<file path="config.mk">
export PLATFORM = sky130hd
export DESIGN_NAME = nlfsr_tap_sequencer_flat
export DESIGN_NICKNAME = d
export VERILOG_FILES = /design/src/rtl/nlfsr_pkg.sv /design/src/rtl/nlfsr_tap_sequencer_if.sv /design/src/rtl/nlfsr_result_fifo.sv /design/src/rtl/nlfsr_tap_sequencer.sv /design/src/flat_wrapper.sv
export SDC_FILE = /design/constraint.sdc
export NUM_CORES = 1
export LEC_CHECK = 0
export ABC_AREA = 0
export CAP_MARGIN = 30
export CELL_PAD_IN_SITES_DETAIL_PLACEMENT = 1
export CELL_PAD_IN_SITES_GLOBAL_PLACEMENT = 2
export CORE_ASPECT_RATIO = 1.4
export CORE_MARGIN = 3
export CORE_UTILIZATION = 29
export CTS_CLUSTER_DIAMETER = 80
export DETAILED_ROUTE_END_ITERATION = 12
export PLACE_DENSITY = 0.78
export SLEW_MARGIN = 30
export SYNTH_ARGS = -nofsm -noshare
export SYNTH_HDL_FRONTEND = slang
export SYNTH_HIERARCHICAL = 1
export SYNTH_SLANG_ARGS = --single-unit
</file>
<file path="constraint.sdc">
create_clock -name clk -period 3.4 [get_ports clk]
set_input_delay 0.85 -clock clk [delete_from_list [all_inputs] [get_ports clk]]
set_output_delay 0.85 -clock clk [all_outputs]
set_load 0.01 [all_outputs]
</file>
<file path="src/rtl/nlfsr_pkg.sv">
// Shared types and helpers for the NLFSR tap-pair sequencer and its result FIFO.
package nlfsr_pkg;

  localparam int unsigned COEF_W = 8;
  localparam int unsigned IDX_W  = 5;
  localparam int unsigned TAPS_W = 16;

  typedef enum logic [2:0] {
    S_IDLE,
    S_CLEAR,
    S_LOAD1,
    S_LOAD2,
    S_RUN,
    S_PUSH,
    S_NEXT,
    S_DONE
  } seq_state_e;

  // Result word layout: {3'b0, b, 3'b0, a}
  function automatic logic [TAPS_W-1:0] pack_taps(input logic [IDX_W-1:0] a,
                                                  input logic [IDX_W-1:0] b);
    return {3'b000, b, 3'b000, a};
  endfunction

  function automatic int unsigned pair_count(input int unsigned size);
    return ((size - 1) * (size - 2)) / 2;
  endfunction

  function automatic logic [15:0] sat_inc16(input logic [15:0] v);
    return (v == 16'hFFFF) ? v : v + 16'd1;
  endfunction

endpackage

</file>
<file path="src/rtl/nlfsr_tap_sequencer_if.sv">
// Result stream from the tap sequencer: packed (b,a) tap pairs with valid/ready handshake.
interface nlfsr_tap_sequencer_if;
  import nlfsr_pkg::*;

  logic              res_valid;
  logic              res_ready;
  logic [TAPS_W-1:0] res_taps;

  modport master (output res_valid, output res_taps, input res_ready);
  modport slave  (input res_valid, input res_taps, output res_ready);

endinterface

</file>
<file path="src/rtl/nlfsr_result_fifo.sv">
// Synchronous FIFO whose read data is a register holding the current head entry.
module nlfsr_result_fifo #(
  parameter int unsigned WIDTH = 16,
  parameter int unsigned DEPTH = 4
) (
  input  logic             clk,
  input  logic             res,
  input  logic             push,
  input  logic [WIDTH-1:0] wr_data,
  input  logic             pop,
  output logic             full,
  output logic             empty,
  output logic [WIDTH-1:0] rd_data
);

  localparam int unsigned PTR_W = $clog2(DEPTH);

  logic [WIDTH-1:0] mem [DEPTH];
  logic [PTR_W-1:0] wr_ptr;
  logic [PTR_W-1:0] rd_ptr;
  logic [PTR_W-1:0] rd_ptr_nxt;
  logic [PTR_W:0]   count;
  logic             do_push;
  logic             do_pop;

  assign full       = (count == (PTR_W+1)'(DEPTH));
  assign empty      = (count == '0);
  assign do_pop     = pop && !empty;
  assign do_push    = push && (!full || do_pop);
  assign rd_ptr_nxt = do_pop ? rd_ptr + PTR_W'(1) : rd_ptr;

  always_ff @(posedge clk) begin
    if (res) begin
      wr_ptr  <= '0;
      rd_ptr  <= '0;
      count   <= '0;
      rd_data <= '0;
    end else begin
      if (do_push) begin
        mem[wr_ptr] <= wr_data;
        wr_ptr      <= wr_ptr + PTR_W'(1);
      end
      rd_ptr <= rd_ptr_nxt;
      count  <= count + {{PTR_W{1'b0}}, do_push} - {{PTR_W{1'b0}}, do_pop};
      // Head register: bypass the write when the new head is the slot being written now.
      if (do_push && (rd_ptr_nxt == wr_ptr)) rd_data <= wr_data;
      else                                   rd_data <= mem[rd_ptr_nxt];
    end
  end

endmodule

</file>
<file path="src/rtl/nlfsr_tap_sequencer.sv">
// Sweeps every nonlinear tap pair (a,b) through one NLFSR period tester and
// queues the maximal-period hits in a small FIFO for a valid/ready consumer.
module nlfsr_tap_sequencer
  import nlfsr_pkg::*;
#(
  parameter int unsigned SIZE       = 24,
  parameter int unsigned BYTES      = 4,
  parameter int unsigned FIFO_DEPTH = 4,
  parameter logic [35:0] WATCHDOG   = (36'd1 << SIZE) + 36'd7
) (
  input  logic                  clk,
  input  logic                  res,
  input  logic                  start,
  input  logic [BYTES*8-1:1]    lin_coef,
  output logic                  tst_res,
  output logic                  tst_ena,
  output logic                  take_coef,
  output logic [COEF_W-1:0]     coef,
  output logic [BYTES*8-1:1]    co_buf_lin,
  input  logic                  tst_ready,
  input  logic                  tst_found,
  input  logic                  tst_failure,
  nlfsr_tap_sequencer_if.master result,
  output logic                  busy,
  output logic                  done,
  output logic [15:0]           hit_count,
  output logic [15:0]           timeout_count
);

  localparam logic [IDX_W-1:0] A_LAST = IDX_W'(SIZE - 2);
  localparam logic [IDX_W-1:0] B_LAST = IDX_W'(SIZE - 1);

  seq_state_e        state_q, state_d;
  logic [IDX_W-1:0]  a_q, a_d, b_q, b_d;
  logic [35:0]       wait_q, wait_d;
  logic [15:0]       hit_q, hit_d, tmo_q, tmo_d;
  logic              load_lin;
  logic              fifo_push, fifo_full, fifo_empty;
  logic [TAPS_W-1:0] fifo_rd_data;

  always_comb begin
    state_d   = state_q;
    a_d       = a_q;
    b_d       = b_q;
    wait_d    = wait_q;
    hit_d     = hit_q;
    tmo_d     = tmo_q;
    load_lin  = 1'b0;
    fifo_push = 1'b0;
    case (state_q)
      S_IDLE, S_DONE: begin
        if (start) begin
          state_d  = S_CLEAR;
          a_d      = IDX_W'(1);
          b_d      = IDX_W'(2);
          hit_d    = '0;
          tmo_d    = '0;
          load_lin = 1'b1;
        end
      end
      S_CLEAR: state_d = S_LOAD1;
      S_LOAD1: state_d = S_LOAD2;
      S_LOAD2: begin
        state_d = S_RUN;
        wait_d  = 36'd1;
      end
      S_RUN: begin
        // wait_q counts RUN cycles including the current one; found beats failure.
        wait_d = wait_q + 36'd1;
        if (tst_found) begin
          state_d = S_PUSH;
        end else if (tst_failure) begin
          state_d = S_NEXT;
        end else if ((wait_q == WATCHDOG) || ((wait_q == 36'd1) && !tst_ready)) begin
          state_d = S_NEXT;
          tmo_d   = sat_inc16(tmo_q);
        end
      end
      S_PUSH: begin
        if (!fifo_full) begin
          fifo_push = 1'b1;
          hit_d     = sat_inc16(hit_q);
          state_d   = S_NEXT;
        end
      end
      S_NEXT: begin
        if (b_q < B_LAST) begin
          b_d     = b_q + IDX_W'(1);
          state_d = S_CLEAR;
        end else if (a_q < A_LAST) begin
          a_d     = a_q + IDX_W'(1);
          b_d     = a_q + IDX_W'(2);
          state_d = S_CLEAR;
        end else begin
          state_d = S_DONE;
        end
      end
      default: state_d = S_IDLE;
    endcase
  end

  // Tester controls are registered from the next state so they line up with it.
  always_ff @(posedge clk) begin
    if (res) begin
      state_q    <= S_IDLE;
      a_q        <= IDX_W'(1);
      b_q        <= IDX_W'(2);
      wait_q     <= '0;
      hit_q      <= '0;
      tmo_q      <= '0;
      co_buf_lin <= '0;
      tst_res    <= 1'b1;
      tst_ena    <= 1'b0;
      take_coef  <= 1'b0;
      coef       <= '0;
      busy       <= 1'b0;
      done       <= 1'b0;
    end else begin
      state_q   <= state_d;
      a_q       <= a_d;
      b_q       <= b_d;
      wait_q    <= wait_d;
      hit_q     <= hit_d;
      tmo_q     <= tmo_d;
      if (load_lin) co_buf_lin <= lin_coef;
      tst_res   <= state_d inside {S_IDLE, S_CLEAR, S_DONE};
      tst_ena   <= state_d inside {S_LOAD1, S_LOAD2, S_RUN};
      take_coef <= state_d inside {S_LOAD1, S_LOAD2};
      if (state_d == S_LOAD1)      coef <= {{(COEF_W-IDX_W){1'b0}}, a_d};
      else if (state_d == S_LOAD2) coef <= {{(COEF_W-IDX_W){1'b0}}, b_d};
      else                         coef <= '0;
      busy      <= !(state_d inside {S_IDLE, S_DONE});
      done      <= (state_d == S_DONE);
    end
  end

  nlfsr_result_fifo #(
    .WIDTH (TAPS_W),
    .DEPTH (FIFO_DEPTH)
  ) u_fifo (
    .clk     (clk),
    .res     (res),
    .push    (fifo_push),
    .wr_data (pack_taps(a_q, b_q)),
    .pop     (result.res_ready),
    .full    (fifo_full),
    .empty   (fifo_empty),
    .rd_data (fifo_rd_data)
  );

  assign result.res_valid = !fifo_empty;
  assign result.res_taps  = fifo_rd_data;
  assign hit_count        = hit_q;
  assign timeout_count    = tmo_q;

endmodule

</file>
<file path="src/flat_wrapper.sv">
// flat-port wrapper written by rule: the top's interface ports become plain ports
module nlfsr_tap_sequencer_flat import nlfsr_pkg::*;
#(
  parameter int unsigned SIZE       = 24,
  parameter int unsigned BYTES      = 4,
  parameter int unsigned FIFO_DEPTH = 4,
  parameter logic [35:0] WATCHDOG   = (36'd1 << SIZE) + 36'd7
)
  (clk, res, start, lin_coef, tst_res, tst_ena, take_coef, coef, co_buf_lin, tst_ready, tst_found, tst_failure, busy, done, hit_count, timeout_count, result_res_valid, result_res_taps, result_res_ready);
  nlfsr_tap_sequencer_if result_i ();
  input  logic clk;
  input  logic res;
  input  logic start;
  input  logic [BYTES*8-1:1] lin_coef;
  output logic tst_res;
  output logic tst_ena;
  output logic take_coef;
  output logic [COEF_W-1:0] coef;
  output logic [BYTES*8-1:1] co_buf_lin;
  input  logic tst_ready;
  input  logic tst_found;
  input  logic tst_failure;
  output logic busy;
  output logic done;
  output logic [15:0] hit_count;
  output logic [15:0] timeout_count;
  output wire logic [$bits(result_i.res_valid)-1:0] result_res_valid;
  output wire logic [$bits(result_i.res_taps)-1:0] result_res_taps;
  input wire logic [$bits(result_i.res_ready)-1:0] result_res_ready;
  assign result_res_valid = result_i.res_valid;
  assign result_res_taps = result_i.res_taps;
  assign result_i.res_ready = result_res_ready;
  nlfsr_tap_sequencer #(.SIZE(SIZE), .BYTES(BYTES), .FIFO_DEPTH(FIFO_DEPTH), .WATCHDOG(WATCHDOG)) u_core (.clk(clk), .res(res), .start(start), .lin_coef(lin_coef), .tst_res(tst_res), .tst_ena(tst_ena), .take_coef(take_coef), .coef(coef), .co_buf_lin(co_buf_lin), .tst_ready(tst_ready), .tst_found(tst_found), .tst_failure(tst_failure), .result(result_i), .busy(busy), .done(done), .hit_count(hit_count), .timeout_count(timeout_count));
endmodule
</file>
# Word level (Yosys, flattened, before mapping)
# Memory sizes are Yosys's and may differ from the RTL's. A register that Yosys moved wholly into a read port is not among the register bits.
# Cells that the tools add are included.
[op_classes]
add_sub_neg = 10
n_lt_le_gt_ge = 2
eq_ne = 25
muxes = 36
reduce_logical = 25
[op_table]
columns = ["operator", "n"]
rows = [
  ["$mux 16", 7],
  ["$pmux 36 s2", 1],
  ["$pmux 16 s2", 2],
  ["$mux 5", 8],
  ["$add 36x1->36 const B", 1],
  ["$eq 36x1->1 const B", 1],
  ["$eq 36x25->1 const B", 1],
  ["$add 16x1->16 const B", 2],
  ["$eq 16x16->1 const B", 2],
  ["$eq 3x3->1 const B", 7],
  ["$mux 3", 7],
  ["$pmux 3 s7", 1],
  ["$pmux 5 s2", 2],
  ["$eq 3x2->1 const B", 4],
  ["$ne 2x2->1 const B", 6],
  ["$add 5x1->5 const B", 2],
  ["$lt 5x5->1 const B", 2],
  ["$reduce_bool 2->1", 5],
  ["$logic_not 3->1", 3],
  ["$mux 1", 7],
  ["$eq 3x1->1 const B", 2],
  ["$reduce_and 6->1", 1],
  ["$reduce_bool 3->1", 2],
  ["$reduce_or 2->1", 3],
  ["11 further kinds", 19],
]
[totals]
regBits = 138
ram_bits = 40
word_cells = 117
memories = 1
[memory_table]
columns = ["memory", "depth", "word_bits", "rd", "rd_ports_with_merged_regs", "write_ports", "line_no", "source"]
rows = [
  ["u_core.u_fifo.mem", 4, 10, 1, 1, 1, "nlfsr_result_fifo.sv:18", "logic [WIDTH-1:0] mem [DEPTH];"],
]

# Depth between registers and ports, before layout
# Gate-level depths: netlist of the first run.
[depth]
ltp_word = 10
ltp_mapped = 12

# By module
# Netlist of the first run, hierarchy kept.
[by_module_without_submodules]
columns = ["module", "n_inst", "cells_each", "area_each_um2", "seq_area_each_um2"]
rows = [
  ["nlfsr_tap_sequencer", 1, 724, 5794.3, 2442.3],
  ["nlfsr_result_fifo", 1, 355, 4227.8, 2382.3],
]

# Least setup slack after synthesis of the first run
# OpenSTA, ideal clock, no wires.
[synth_path]
kind = "in2reg"
start = "input port tst_ready"
end = "register u_core.tmo_q[12] (netlist: u_core/timeout_count[12])"
setup_time_ps = 71
arrival_time_ps = 2376
slack_ps = 954
stages = 6
cell_sequence = "nor4b_1 > o211ai_1 > nor4_2 > o21ai_1 > or4_1 > a21oi_1"
[synth_via]
elab_chain_len = 5
[synth_rtl]
columns = ["element", "line_no", "source"]
rows = [
  ["start: declaration", "flat_wrapper.sv:20", "input logic tst_ready;"],
  ["$logic_not 1->1", "nlfsr_tap_sequencer.sv:74", "end else if ((wait_q == WATCHDOG) || ((wait_q == 36'd1) && !tst_ready)) begin"],
  ["$logic_and 1x1->1", "nlfsr_tap_sequencer.sv:74", ""],
  ["$logic_or 1x1->1", "nlfsr_tap_sequencer.sv:74", ""],
  ["$ne 2x1->1 (no line)", "--", ""],
  ["$reduce_and 6->1 (no line)", "--", ""],
  ["end signal: assignment", "nlfsr_tap_sequencer.sv:124", "tmo_q <= tmo_d;"],
  ["end: declaration", "nlfsr_tap_sequencer.sv:36", "logic [15:0] hit_q, hit_d, tmo_q, tmo_d;"],
]
# No other way between the ends.
# A chain may end at the register's enable or synchronous reset.

# Worst setup path after layout of the first run
[layout_path]
start = "register u_core.u_fifo.count[2]"
end = "register u_core.u_fifo.count[2]"
[layout_via]
elab_cells_between_ends = 11
[layout_lines]
columns = ["element", "line_no", "source"]
rows = [
  ["start: declaration", "nlfsr_result_fifo.sv:22", "logic [PTR_W:0] count;"],
  ["start signal: assignment", "nlfsr_result_fifo.sv:44", "count <= count + {{PTR_W{1'b0}}, do_push} - {{PTR_W{1'b0}}, do_pop};"],
  ["$eq 3x3->1", "nlfsr_result_fifo.sv:26", "assign full = (count == (PTR_W+1)'(DEPTH));"],
  ["named net u_core.fifo_full", "nlfsr_tap_sequencer.sv:38", "logic fifo_push, fifo_full, fifo_empty;"],
  ["$mux 1", "nlfsr_tap_sequencer.sv:80", "if (!fifo_full) begin"],
  ["$mux 1", "nlfsr_tap_sequencer.sv:50", "case (state_q)"],
  ["named net u_core.fifo_push", "nlfsr_tap_sequencer.sv:38", ""],
  ["$logic_and 1x1->1", "nlfsr_result_fifo.sv:29", "assign do_push = push && (!full || do_pop);"],
  ["$add 3x1->3", "nlfsr_result_fifo.sv:44", ""],
  ["$sub 3x1->3", "nlfsr_result_fifo.sv:44", ""],
]
# The timed path passes the listed nets, and every way through them passes these cells.

==> results of run 1 <==
-- layer usage --
layer,up-vias,global-route usage,part of all wire
met5,-,0,0
met4,0,0.0388,0.016
met3,31,0.0305,0.041
met2,108,0.295,0.53
met1,4278,0.182,0.41
li1,4163,-,-
-- kinds of logic after synthesis --
family / count (synthesis)
AOI/OAI and AO/OA: 231
xor gates and xnor gates: 23
adders and majority gates: 13
buffers and inverters: 93
DFF: 209
muxes: 47
other: 1
and+or+nand+nor: 462
-- worst max-delay path: stages, from the launching register on --
cell and delay [ns]:
dfxtp_1 0.46, or3b_2 0.53, inv_1 0.14, or3_1 0.20, inv_1 0.14, xnor2_1 0.16, nand2_1 0.08, o21ai_0 0.08
ha_1 0.21, fa_1 0.38, xnor2_1 0.17, xnor2_1 0.14, nor2_1 0.05
-- state kept, by name, indices dropped and copies added, names as in the netlist --
name	flops
u_core/done	1
u_core/coef	5
u_core/u_fifo/count	3
u_core/tst_res	1
u_core/wait_q	36
u_core/busy	1
u_core/u_fifo/rd_data	16
u_core/state_q	3
u_core/u_fifo/wr_ptr	2
u_core/timeout_count	16
u_core/hit_count	16
u_core/co_buf_lin	31
u_core/take_coef	1
u_core/u_fifo/rd_ptr	2
u_core/b_q	5
u_core/u_fifo/mem	64
u_core/a_q	5
u_core/tst_ena	1
-- cells in the final DEF, fill, tap and decap left out, types with 15 or more instances in the layout --
cell type	count
a21oi_1	74
nand3b_1	16
and3_1	21
clkbuf_16	27
xor2_1	16
clkdlybuf4s50_1	126
dfxtp_1	143
o21ai_0	24
nor2_1	124
nand2_1	130
buf_4	30
nand3_1	31
o211ai_1	50
a311o_1	15
nor2b_1	24
inv_1	18
mux2_2	32
edfxtp_1	64
conb_1	33
nor3_1	33
-- layout make-up --
type                       count  area (sq um)
fill                        3865         21000
tap                          445           557
timing repair buffer         159          1540
clock buffer                  38           767
inverter                      19          71.3
sequential                   209          4830
multi-input combinational    809          4930
clock inverter                 5          56.3
-- cell usage after synthesis (all sizes together), types with 3 or more instances --
master	number
dfxtp	145
nand2	130
nor2	125
a21oi	74
edfxtp	64
clkbuf	56
o211ai	50
mux2	42
nor3	34
nand3	31
o21ai	27
nor2b	24
and3	21
buf	18
inv	18
a311o	16
nand3b	16
xor2	16
nor4	15
ha	12
or4	12
or3	9
a31oi	8
nand4	8
o2111ai	8
a211oi	7
and2	7
and4	7
o21a	7
or2	7
xnor2	7
nand2b	6
a32oi	5
mux2i	5
a2111oi	4
a311oi	3
o311ai	3
o31a	3
o31ai	3
or3b	3
-- how the worst max path moves through the flow --
stage / cells after the start / slack, ns / from / end
3_3_place_gp: 7 / 0.02 / start / u_core/timeout_count[12]$_SDFFE_PP0P_
5_1_grt: 12 / 0.33 / u_core/u_fifo/count[2]$_SDFF_PP0_ / u_core/u_fifo/count[2]$_SDFF_PP0_
2_1_floorplan: 6 / 0.95 / tst_ready / u_core/timeout_count[12]$_SDFFE_PP0P_
4_1_cts: 7 / 0.46 / start / u_core/timeout_count[12]$_SDFFE_PP0P_
3_5_place_dp: 7 / -0.11 / start / u_core/timeout_count[12]$_SDFFE_PP0P_
6_report: 12 / 0.52 / u_core/u_fifo/count[2]$_SDFF_PP0_ / u_core/u_fifo/count[2]$_SDFF_PP0_
-- power breakdown --
part / total, mW / switching, mW / internal [mW] / leakage (nW)
clock network: 2.68 / 1.06 / 1.62 / 0.408
logic: 1.51 / 0.836 / 0.670 / 2.25
registers: 2.81 / 0.105 / 2.70 / 1.74
total: 6.99 / 2.00 / 5.00 / 4.40
-- stage by stage --
stage	setup TNS, ns	setup WS [ns]	area [sq um]	hold WS (ns)	total power [mW]
2_1_floorplan	0	0.954	10100	0.452	3.78
3_3_place_gp	0	0.0235	11900	0.442	4.34
3_5_place_dp	-0.219	-0.112	11900	0.448	4.39
4_1_cts	0	0.457	12700	0.457	7.12
5_1_grt	0	0.327	12800	0.478	7.35
6_report	0	0.518	12800	0.454	6.99
==> reports/metrics.cfg, run 1 <==
[outcome]
status = finished clean

[floorplanning]
fp.dieW_um = 163
coreArea_sq_um = 33700
dieHeight_um = 226
pin_count = 131
rows = 79
initial_core_util = 0.297
die_area_sq_um = 36900

[layout]
antenna_cells = 0
layoutNonFillerInstCount = 1684
layout.nets = 1273
final_util = 0.378
area_delta_synth_final_pct = 27.2
final_layout_size_suffix_gt1_frac = 0.109

[timing]
finalHoldViolCount = 0
worst_pin_slew_ns = 0.777
setup_viol = 0
fin_crit_sh = 0.848
slew_viol_final = 0
max_slew_margin = 0.482
rsz0062_at_grt = false
max_freq_mhz = 347
skew_ns = 0.0113
fin_crit_ns = 2.88

[worst_hold_path]
min_delay_worst_endpoint = u_core/co_buf_lin[27]$_SDFFE_PP0P_
hp-start = u_core/co_buf_lin[27]$_SDFFE_PP0P_
hold_path_class = reg2reg
hold_path_depth = 2

[grt]
grt_pass1_wl_um = 47000
first_global_vias = 8762
antenna_found_initial = 0
grt_usage = 0.157
grt_start_max_net_pins = 81
overflow = 0

[worst_setup_path]
r2r_slack_ns = 0.52
worstSetupStartpointType = flop
timing.rr.start = u_core/u_fifo/count[2]$_SDFF_PP0_
path_max_fanout = 5
ff2ff_path_depth = 12
required_ns = 3.79
r2r_end = u_core/u_fifo/count[2]$_SDFF_PP0_
arrival_ns = 3.27
crit_type = reg2reg
worstSetupEndpointType = flop

[drt]
viasPerCell = 5.10
first_pass_iters = 4
dr.first_iter.drc_count = 324
num_vias = 8580
wl_um = 29600
drc_errors = 0
ant_nets = 0
wl_per_cell_um = 17.6

[placed_design]
post-place-cells = 1641
dp_hpwl_um = 19900
gp_congestion = 0.785
io_buffers = 127

[pwr]
ir_drop_uv = 325
power.density_nw_per_um2 = 549
leakage_nw = 4.40

[synthesis]
async_flop_share = 0
synth_area_leaders = dfxtp_1 (29%), edfxtp_1 (19%), nand2_1 (4.9%)
synth_mux_area_frac = 0.0559
yosys.area_share.simple = 0.229
synth_seq_cells = 209
ys_warn_count = 6
synth_xor_area_frac = 0.0208
synth_top_cell_by_area = dfxtp_1
synth_top_family_by_area = simple AND/OR/NAND/NOR gates
yosysUniqueCellTypes = 72
syn_area_sq_um = 10000
synth.avg_cell_area_sq_um = 9.29
synth_compound_area_frac = 0.156
synth_fa_ha_area_frac = 0.0170
ys.flop_type = dfxtp_1
synth_edf_count = 64
yosysSeqAreaShare = 0.481
netlist_instances = 1079
synth_top_area_share = 0.290

[clock_tree]
postCtsSetupBuffers = 0
numCtsBuffers = 24
clk_latency_ns = 0.53
clock_sinks = 209
cts-root-buf = clkbuf_16
cts_tree = done
cts_resized = 0
clock_path_buffers = 3
path_clk_slew_ns = 0.06
cts_hold_buf = 0
cts.htree.levels = 1

[flow_run]
maxCapViolCount = 0

(Power assumes the default switching activity.)
==> run 2: changes to the inputs <==
- clock period: 3.4 -> 2.7 ns (I/O delays scaled with it)
==> reports/metrics.cfg, run 2 (synthesis gave the netlist of run 1 again) <==
[outcome]
status = finished clean

[clock_tree]
cts.htree.levels = 1
cts_resized = 0
numCtsBuffers = 23
cts_tree = done
path_clk_slew_ns = 0.06
cts_hold_buf = 0
postCtsSetupBuffers = 0
cts-root-buf = clkbuf_16
clock_sinks = 209
clk_latency_ns = 0.52
clock_path_buffers = 3

[worst_setup_path]
r2r_end = u_core/timeout_count[12]$_SDFFE_PP0P_
r2r_slack_ns = 0.17
cp-startpoint = u_core/wait_q[18]$_SDFFE_PP0P_
crit_path_end = u_core/timeout_count[12]$_SDFFE_PP0P_
path_max_fanout = 12
worstSetupStartpointType = flop
ff2ff_path_depth = 7
arrival_ns = 2.96
worstSetupEndpointType = flop
timing.rr.start = u_core/wait_q[18]$_SDFFE_PP0P_
required_ns = 3.14
crit_type = reg2reg

[floorplanning]
pin_count = 131
initial_core_util = 0.297
fp.dieW_um = 163
coreArea_sq_um = 33700
dieHeight_um = 226
rows = 79
die_area_sq_um = 36900

[timing]
skew_ns = 0.0116
setup_viol = 0
max_freq_mhz = 395
fin_crit_ns = 2.53
max_slew_margin = 0.478
finalHoldViolCount = 0
fin_crit_sh = 0.937
finalSetupTns_ns = 0
worst_pin_slew_ns = 0.778
slew_viol_final = 0
rsz0062_at_grt = false

[drt]
drc_errors = 0
ant_nets = 0
wl_per_cell_um = 17.4
viasPerCell = 5.02
num_vias = 8616
first_pass_iters = 4
dr.first_iter.drc_count = 331
wl_um = 29900

[grt]
overflow = 0
grt_start_max_net_pins = 67
grt_usage = 0.162
grt_pass1_wl_um = 48400
first_global_vias = 9177
antenna_found_initial = 0

[layout]
final_util = 0.389
layout_commonest_cell = dfxtp_1
largest_reg_flops = 64
antenna_cells = 0
nFillCells = 3854
seq_area_sq_um = 4830
top_regs = u_core/u_fifo/mem (64), u_core/wait_q (36), u_core/co_buf_lin (31)
final_layout_size_suffix_gt1_frac = 0.135
area_delta_synth_final_pct = 30.7
multiInputGateArea_sq_um = 4950
largest_register = u_core/u_fifo/mem
fin_area_sq_um = 13100
layout.nets = 1306
final_cell_mix = dfxtp_1 (142), nand2_1 (130), clkdlybuf4s50_1 (126)

[placed_design]
io_buffers = 127
dp_hpwl_um = 20600
gp_congestion = 0.789
placed_area_sq_um = 12300

[pwr]
power_mw = 9.04
power.density_nw_per_um2 = 690
ir_drop_uv = 436
leakage_nw = 4.59

[flow_run]
maxCapViolCount = 0

[worst_hold_path]
hold_path_class = reg2reg

run 2: changes by cell type in the layout (fill, tap and decap cells not counted), sizes merged:
cell,before,now
inv,19,18
buf,33,67
clkinvlp,0,1
clkinv,4,8
bufinv,1,6
clkbuf,38,27
run 2: worst min path at each step:
| stage | cells past startpoint | endpoint | from |
|---|---|---|---|
| CTS | 2 | u_core/co_buf_lin[29]$_SDFFE_PP0P_ | u_core/co_buf_lin[29]$_SDFFE_PP0P_ |
| finish | 2 | u_core/co_buf_lin[29]$_SDFFE_PP0P_ | u_core/co_buf_lin[29]$_SDFFE_PP0P_ |
| detailed placement | 2 | u_core/co_buf_lin[29]$_SDFFE_PP0P_ | u_core/co_buf_lin[29]$_SDFFE_PP0P_ |
| global placement | 2 | u_core/co_buf_lin[16]$_SDFFE_PP0P_ | u_core/co_buf_lin[16]$_SDFFE_PP0P_ |
| floorplan | 2 | u_core/wait_q[35]$_SDFFE_PP0P_ | u_core/wait_q[35]$_SDFFE_PP0P_ |
| global route | 2 | u_core/co_buf_lin[26]$_SDFFE_PP0P_ | u_core/co_buf_lin[26]$_SDFFE_PP0P_ |
run 2: final cells by class:
cell class | instances | area share
clock buffers | 27 | 0.0458
clock inverters | 14 | 0.0168
inverters | 19 | 0.00544
multi-input cells | 809 | 0.378
flip-flops and latches | 209 | 0.369
well taps | 445 | 0.0425
repair buffers | 193 | 0.143
run 2: stage by stage:
stage	hold slack, ns	std cells	setup slack, ns
final	0.453	1716	0.170
after global routing	0.473	1716	0.0415
after CTS	0.459	1716	0.0295
after detailed placement	0.450	1675	-0.223
after global placement	0.441	1675	-0.187
after floorplan	0.452	1111	0.292
run 2: power by group:
group	internal (mW)	switching, mW
logic	0.962	1.08
clock network	2.16	1.31
registers	3.40	0.129
total	6.53	2.52
run 2: routing by layer:
layer / GRT usage / vias to the layer above / part of all wire
met1: 0.180 / 4232 / 0.40
met2: 0.310 / 121 / 0.54
met3: 0.0317 / 33 / 0.042
li1: - / 4230 / -
met4: 0.0464 / 0 / 0.017
met5: 0 / - / 0
run 2: critical path: stages, from the launching register on:
cell     delay, ns
dfxtp_1       0.35
nor4_1        0.39
nand4_1       0.27
nor4_2        0.30
buf_4         0.18
o21ai_1       0.24
or4_1         0.55
a21oi_1       0.16
